### config.mk
export PLATFORM = sky130hd
export DESIGN_NAME = mem_arbiter
export DESIGN_NICKNAME = d
export VERILOG_FILES = /design/src/rtl/mem_bus_pkg.sv /design/src/rtl/bus_watchdog.sv /design/src/rtl/mem_arbiter.sv
export SDC_FILE = /design/constraint.sdc
export NUM_CORES = 1
export LEC_CHECK = 0
export ABC_AREA = 1
export BUFFER_PORTS_ARGS = -buffer_cell sky130_fd_sc_hd__buf_4
export CAP_MARGIN = 20
export CORE_AREA = 2 2 122 124
export DETAILED_ROUTE_END_ITERATION = 12
export DIE_AREA = 0 0 124 126
export PLACE_DENSITY = 0.41
export SYNTH_ARGS = -nofsm -noshare
export SYNTH_HDL_FRONTEND = slang
export SYNTH_SLANG_ARGS = --single-unit
### constraint.sdc
create_clock -name clk -period 4.2 [get_ports clk]
set_input_delay 1.05 -clock clk [delete_from_list [all_inputs] [get_ports clk]]
set_output_delay 1.05 -clock clk [all_outputs]
set_load 0.03 [all_outputs]
### src/rtl/mem_bus_pkg.sv
// Shared definitions for the native memory bus: field widths, arbiter state
// encoding and the default error read word.
package mem_bus_pkg;

    localparam int ADDR_W = 32;
    localparam int DATA_W = 32;
    localparam int STRB_W = 4;

    localparam logic [DATA_W-1:0] ERR_RDATA_DEF = 32'hDEAD_BEEF;

    typedef enum logic [1:0] {
        IDLE = 2'd0,
        GNT0 = 2'd1,
        GNT1 = 2'd2
    } arb_state_t;

    typedef struct packed {
        logic              valid;
        logic [ADDR_W-1:0] addr;
        logic [DATA_W-1:0] wdata;
        logic [STRB_W-1:0] wstrb;
    } bus_req_t;

endpackage

### src/rtl/bus_watchdog.sv
// Cycle counter for a pending bus access; expire flags the last allowed cycle.
// TIMEOUT=0 keeps the counter at zero and never expires.
module bus_watchdog #(
    parameter int TIMEOUT = 255,
    parameter int TW      = 8
) (
    input  logic clk,
    input  logic rst_n,
    input  logic clr,
    input  logic en,
    output logic expire
);

    logic [TW-1:0] count;

    always_ff @(posedge clk or negedge rst_n) begin
        if (!rst_n)
            count <= '0;
        else if (clr)
            count <= '0;
        else if (en && TIMEOUT != 0)
            count <= count + TW'(1);
    end

    assign expire = (TIMEOUT != 0) && (count == TW'(TIMEOUT - 1));

endmodule

### src/rtl/mem_arbiter.sv
// Two-master round-robin arbiter for the native memory bus with a watchdog
// that terminates accesses the slave never answers.
module mem_arbiter
    import mem_bus_pkg::*;
#(
    parameter int                TIMEOUT   = 255,
    parameter int                TW        = 8,
    parameter logic [DATA_W-1:0] ERR_RDATA = ERR_RDATA_DEF
) (
    input  logic              clk,
    input  logic              rst_n,
    input  logic              m0_valid,
    input  logic [ADDR_W-1:0] m0_addr,
    input  logic [DATA_W-1:0] m0_wdata,
    input  logic [STRB_W-1:0] m0_wstrb,
    output logic              m0_ready,
    output logic [DATA_W-1:0] m0_rdata,
    input  logic              m1_valid,
    input  logic [ADDR_W-1:0] m1_addr,
    input  logic [DATA_W-1:0] m1_wdata,
    input  logic [STRB_W-1:0] m1_wstrb,
    output logic              m1_ready,
    output logic [DATA_W-1:0] m1_rdata,
    output logic              s_valid,
    output logic [ADDR_W-1:0] s_addr,
    output logic [DATA_W-1:0] s_wdata,
    output logic [STRB_W-1:0] s_wstrb,
    input  logic              s_ready,
    input  logic [DATA_W-1:0] s_rdata,
    output logic [1:0]        grant,
    output logic              timeout
);

    arb_state_t state;
    logic       prio;

    bus_req_t [1:0]             req;
    bus_req_t                   cur;
    logic [1:0]                 rsp_ready;
    logic [1:0][DATA_W-1:0]     rsp_rdata;
    logic                       busy, own, wd_expire;
    logic                       fin_ok, fin_to, abort;

    assign req[0] = '{valid: m0_valid, addr: m0_addr, wdata: m0_wdata, wstrb: m0_wstrb};
    assign req[1] = '{valid: m1_valid, addr: m1_addr, wdata: m1_wdata, wstrb: m1_wstrb};

    assign busy = (state != IDLE);
    assign own  = (state == GNT1);
    assign cur  = req[own];

    assign fin_ok = busy &  cur.valid &  s_ready;
    assign fin_to = busy &  cur.valid & ~s_ready & wd_expire;
    assign abort  = busy & ~cur.valid;

    bus_watchdog #(
        .TIMEOUT (TIMEOUT),
        .TW      (TW)
    ) u_wdog (
        .clk    (clk),
        .rst_n  (rst_n),
        .clr    (~busy | fin_ok | fin_to | abort),
        .en     (busy & ~s_ready),
        .expire (wd_expire)
    );

    // Request fields pass through untouched while granted; the slave never
    // sees valid in the cycle the watchdog fires.
    always_comb begin
        s_valid   = 1'b0;
        s_addr    = '0;
        s_wdata   = '0;
        s_wstrb   = '0;
        rsp_ready = '0;
        rsp_rdata = '0;
        if (busy) begin
            s_valid        = cur.valid & ~fin_to;
            s_addr         = cur.addr;
            s_wdata        = cur.wdata;
            s_wstrb        = cur.wstrb;
            rsp_ready[own] = fin_ok | fin_to;
            rsp_rdata[own] = fin_to ? ERR_RDATA : s_rdata;
        end
    end

    assign m0_ready = rsp_ready[0];
    assign m1_ready = rsp_ready[1];
    assign m0_rdata = rsp_rdata[0];
    assign m1_rdata = rsp_rdata[1];
    assign timeout  = fin_to;
    assign grant    = {state == GNT1, state == GNT0};

    always_ff @(posedge clk or negedge rst_n) begin
        if (!rst_n) begin
            state <= IDLE;
            prio  <= 1'b0;
        end else begin
            case (state)
                IDLE: begin
                    if (req[0].valid && req[1].valid)
                        state <= prio ? GNT1 : GNT0;
                    else if (req[0].valid)
                        state <= GNT0;
                    else if (req[1].valid)
                        state <= GNT1;
                end
                default: begin
                    // Abort leaves prio alone so the dropped master is not penalised.
                    if (abort) begin
                        state <= IDLE;
                    end else if (fin_ok) begin
                        state <= IDLE;
                        prio  <= ~own;
                    end else if (fin_to) begin
                        state <= IDLE;
                        prio  <= ~prio;
                    end
                end
            endcase
        end
    end

endmodule

======== Word-level counts from Yosys, hierarchy flattened ========
Index checks and enable logic that the tools add are counted.
operators by class
  add/subtract/negate cells ............... 1
  magnitude comparators ................... 2
  eq/ne operators ......................... 4
  mux-type cells .......................... 25
  bitwise logic cells ..................... 21
  reduce and logical (&&, ||, !) cells .... 9
operators with widths
  cell                                                count
  two-way mux 69 bit                                  2
  two-way mux 32 bit                                  4
  AND 64 bit                                          1
  two-way mux 64 bit                                  1
  demux 32 bit (select 1 bit)                         1
  two-way mux 2 bit                                   9
  two-way mux 8 bit                                   2
  adder 8 x 1 -> 8 bit, second input constant         1
  == test 8 bit, second input constant                1
  NOT 1 bit                                           8
  AND 1 bit                                           7
  nonzero test 2 bit                                  3
  two-way mux 1 bit                                   4
  two-way mux 4 bit                                   1
  inequality test 4 bit, second input constant        1
  bitwise OR 1 bit                                    4
  nonzero test 4 bit                                  1
  AND reduction 3 bit                                 1
  AND 2 bit                                           1
  == test 2 x 1 -> 1 bit, second input constant       1
  == test 2 bit, second input constant                1
  logical AND 1 bit                                   2
  logical NOT 2 bit                                   1
  < comparator 1 x 2 -> 1 bit, second input constant  1
  other kinds (3)                                     3
storage, ports and cells
  register bits after elaboration ......... 11
  input port bits ......................... 173
  output and inout port bits .............. 138
  word-level logic and storage cells ...... 65

======== Logic depth before layout (Yosys ltp) ========
  depth after elaboration ................. 10
  gate-level depth with buffers ........... 9

======== Hierarchy ========
Synthesis repeated with hierarchy kept, for this count alone.
unflattened totals
  cell total of the unflattened synthesis .. 291
  area, all modules ....................... 1,916.8 sq um
by module, submodules not included
  module        times used  cells an instance  area an instance (sq um)  seq. area each (sq um)
  mem_arbiter   1           233                1,457.6                   75.1
  bus_watchdog  1           58                 459.2                     200.2

======== Least setup slack after synthesis ========
Ideal clock, no wire load.
  path kind ............................... input-to-output
  start point ............................. in s_ready
  end point ............................... out m0_ready
  arrival time ............................ 2,148 ps
  required time ........................... 3,150 ps
  slack ................................... 1,002 ps
  cell stages on the path ................. 6
  path buffers ............................ 1
  cell sequence ........................... inv_1 > nand2_1 > nor2_1 > nand3_4 > buf_6 > a21oi_1
between the ends
  word-level cells in the longest chain between the ends .. 6
RTL lines
  element                  line               text
  from (decl)              mem_arbiter.sv:28  input logic s_ready,
  NOT 1 bit                mem_arbiter.sv:52  assign fin_to = busy & cur.valid & ~s_ready & wd_expire;
  AND 1 bit (2 in series)  mem_arbiter.sv:52
  bitwise OR 1 bit *       mem_arbiter.sv:80  rsp_ready[own] = fin_ok | fin_to;
  AND 2 bit (no line) *    --
  two-way mux 2 bit *      mem_arbiter.sv:75  if (busy) begin
  to (decl)                mem_arbiter.sv:16  output logic m0_ready,
Every way passes the cells marked *; elsewhere a longest branch is shown, timed or not.

======== Worst setup path in the final report ========
  start point ............................. reg state[0]
  end point ............................... out m1_rdata[30]
between the ends
  word-level cells in the longest chain between the ends .. 9
RTL lines
  element                                                 line                text
  from (decl)                                             mem_arbiter.sv:34   arb_state_t state;
  from (signal assigned)                                  mem_arbiter.sv:100  state <= prio ? GNT1 : GNT0;
  == test 2 bit                                           mem_arbiter.sv:48   assign own = (state == GNT1);
  two-way mux 69 bit (implied by the code) (2 in series)  mem_arbiter.sv:49   assign cur = req[own];
  AND 1 bit (3 in series)                                 mem_arbiter.sv:52
  two-way mux 32 bit                                      mem_arbiter.sv:81   rsp_rdata[own] = fin_to ? ERR_RDATA : s_rdata;
  AND 64 bit (no line)                                    --
  two-way mux 64 bit *                                    mem_arbiter.sv:75
  to (decl)                                               mem_arbiter.sv:23   output logic [DATA_W-1:0] m1_rdata,
Every way passes the cells marked *; elsewhere a longest branch is shown, timed or not. The select of a mux whose other input is x is not followed.

==> impl_metrics.env <==
export IMPL_yosysMostFrequentCell="a22o_1"
export IMPL_n_antenna_cell=0
export IMPL_regArea_um2=277
export IMPL_slew_headroom_pct=49.9
export IMPL_syn_area_um2=1900
export IMPL_port_buffers=310
export IMPL_cts_setup_buffers=0
export IMPL_core_area_um2=14300
export IMPL_end_kind="output port"
export IMPL_grt_pass1_wl_mm=16.4
export IMPL_clock_path_buffers=2
export IMPL_drc=0
export IMPL_initial_core_util_pct=13.3
export IMPL_crit_path_start_kind="flop"
export IMPL_area_delta_synth_final_pct=131
export IMPL_synth_compound_area_share_pct=45.2
export IMPL_synth_edf_count=0
export IMPL_syn_nets=469
export IMPL_fin_crit_ps=3450
export IMPL_routed_wl_mm=11.8
export IMPL_cts_made_buffers=3
export IMPL_viasPerCell=4.14
export IMPL_clkLatencyLatePin_ps=240
export IMPL_multi_input_area_um2=1280
export IMPL_synth_xor_area_share_pct=0
export IMPL_path_clk_slew_ps=40
export IMPL_drv_cap=0
export IMPL_synth_top_cells_by_area="a22o_1, dfrtp_1, a21oi_1, nand2_1, inv_1"
export IMPL_worstHoldPathType="reg -> reg"
export IMPL_async_flop_share_pct=100
export IMPL_tritoncts="done"
export IMPL_drtAntennaViolNets=0
export IMPL_muxShareOfSynthArea_pct=0
export IMPL_seq_area_frac_synth_pct=14.5
export IMPL_n_fill_cell=1575
export IMPL_synth_largest_area_cell="a22o_1"
export IMPL_drv_slew=0
export IMPL_grt_max_degree=72
export IMPL_ctsHtreeMaxLevel=1
export IMPL_synthTopCellsByCount="a22o_1, a21oi_1, nand2_1, inv_1, nor2_1"
export IMPL_rsz0062_at_grt="no"
export IMPL_setup_violations=0
export IMPL_crit_required_ps=3150
export IMPL_grt_antenna_before_repair=0
export IMPL_syn_inst=294
export IMPL_leakage_nw=2.49
export IMPL_synth_distinct_cells=22
export IMPL_die_w_um=124
export IMPL_cp_max_fo=71
export IMPL_grt_overflow_total=0
export IMPL_ir_worst_vdd_v=0.000242
export IMPL_grt_pass1_vias=2947
export IMPL_holdBufCountCts=0
export IMPL_yosysTopAreaCellShare_pct=31.3
export IMPL_clock_sinks=11
export IMPL_ys_ff_latch=11
export IMPL_die_area_um2=15600
export IMPL_num_vias=3179
export IMPL_skew_ps=3.54
export IMPL_dr_pass1_iters=4
export IMPL_synth_fa_ha_area_share_pct=1.31
export IMPL_drtIter0Drc=125
export IMPL_yosys_area_share_simple_pct=20.8
export IMPL_setup_tns_ps=0
export IMPL_drive_gt1_share_pct=56.3
export IMPL_gp_congestion=0.784
export IMPL_nets=760
export IMPL_ys_flop_type="dfrtp_1"
export IMPL_fin_hold_ws_ps=479
export IMPL_ys_warn_count=0
export IMPL_core_rowCount=44
export IMPL_cts_resized=0
export IMPL_status="finished, final reports clean"
export IMPL_power_density_nw_per_um2=682
export IMPL_root_buffer="clkbuf_16"
export IMPL_die_height_um=126
export IMPL_finalHoldViolCount=0
export IMPL_place_detailed_hpwl_mm=9.74
export IMPL_wl_per_cell_um=15.4
export IMPL_crit_type="reg -> out"
export IMPL_fmax_mhz=290
export IMPL_ios=311
export IMPL_finalCritPeriodShare_pct=82.2
export IMPL_track_usage_pct=13.5
export IMPL_synth_top_family_by_area="compound AO/OA/AOI/OAI gates"
export IMPL_tightest_slew_ps=752
export IMPL_synth_area_per_cell_um2=6.48
export IMPL_cp_arrival_ps=2400
-- metrics by stage --
step	total power, mW	cell area [um^2]	setup slack [ps]	instances	util, %
after floorplan	1.86	1900	1000	294	-
after global placement	2.86	4310	825	764	30.1
after detailed placement	2.84	4310	773	764	30.1
after CTS	3.03	4390	708	768	30.7
after global routing	3.18	4390	529	768	30.7
final	3.00	4390	748	768	30.7
-- state kept, by name, indices dropped and copies added, names as in the netlist --
register and count:
state 2, prio 1, u_wdog.count 8
-- routing by layer --
metal,wire (um),GRT usage [%],vias to the layer above,part of all wire [%]
li1,-,-,1599,-
met5,0,0,-,0
met2,6220,25.8,163,53
met1,4200,14.4,1407,36
met3,1240,4.30,10,11
met4,139,2.45,0,1.2
-- worst max-delay path, cell delays in order (launching register included) --
cell and delay [ps]:
dfrtp_2 390, buf_4 600, nand2_1 210, nand2_4 160
nand3_4 60, buf_4 310, a21oi_1 220, buf_4 190
-- power by group --
part | switching (mW) | internal (mW)
combinational | 1.70 | 0.979
clock | 0.0510 | 0.126
sequential | 0.0200 | 0.124
total | 1.77 | 1.23
-- path summary, 6_finish.rpt --
kind | from | to | slack, ps | cells past startpoint
min in group asynchronous | rst_n | u_wdog.count[1] | 640 | 1
hold / removal | u_wdog.count[0] | u_wdog.count[0] | 480 | 1
hold reg to reg | u_wdog.count[0] | u_wdog.count[0] | 480 | 1
max in group asynchronous | rst_n | state[0] | 3380 | 1
setup reg to reg | state[0] | prio | 2160 | 7
setup / recovery | state[0] | m1_rdata[30] | 750 | 7
-- layout make-up --
cell class / instances / area share [%]
sequential: 11 / 6.30
clock inverter: 1 / 0.114
multi-input combinational: 212 / 29.2
inverter: 43 / 3.79
tap: 184 / 5.24
timing repair buffer: 314 / 53.7
clock buffer: 3 / 1.71
-- logic make-up (layout without fill, tap and decap cells) --
kind of cell | Yosys count | after routing
AO/OA/AOI/OAI | 121 | 121
adder cells (fa/ha/maj) | 2 | 2
buffers and inverters | 71 | 361
flip-flops | 11 | 11
AND/OR/NAND/NOR | 89 | 89
-- cells in the final DEF, fill, tap and decap left out, drive strengths merged --
cell type	instances
inv	43
nand3	10
nand2	45
a22o	68
clkbuf	3
a21oi	50
nor2	31
o21ai	3
clkinv	1
dfrtp	11
buf	314
ha	2
nor3	3
Power figures use the tool's default switching activity.
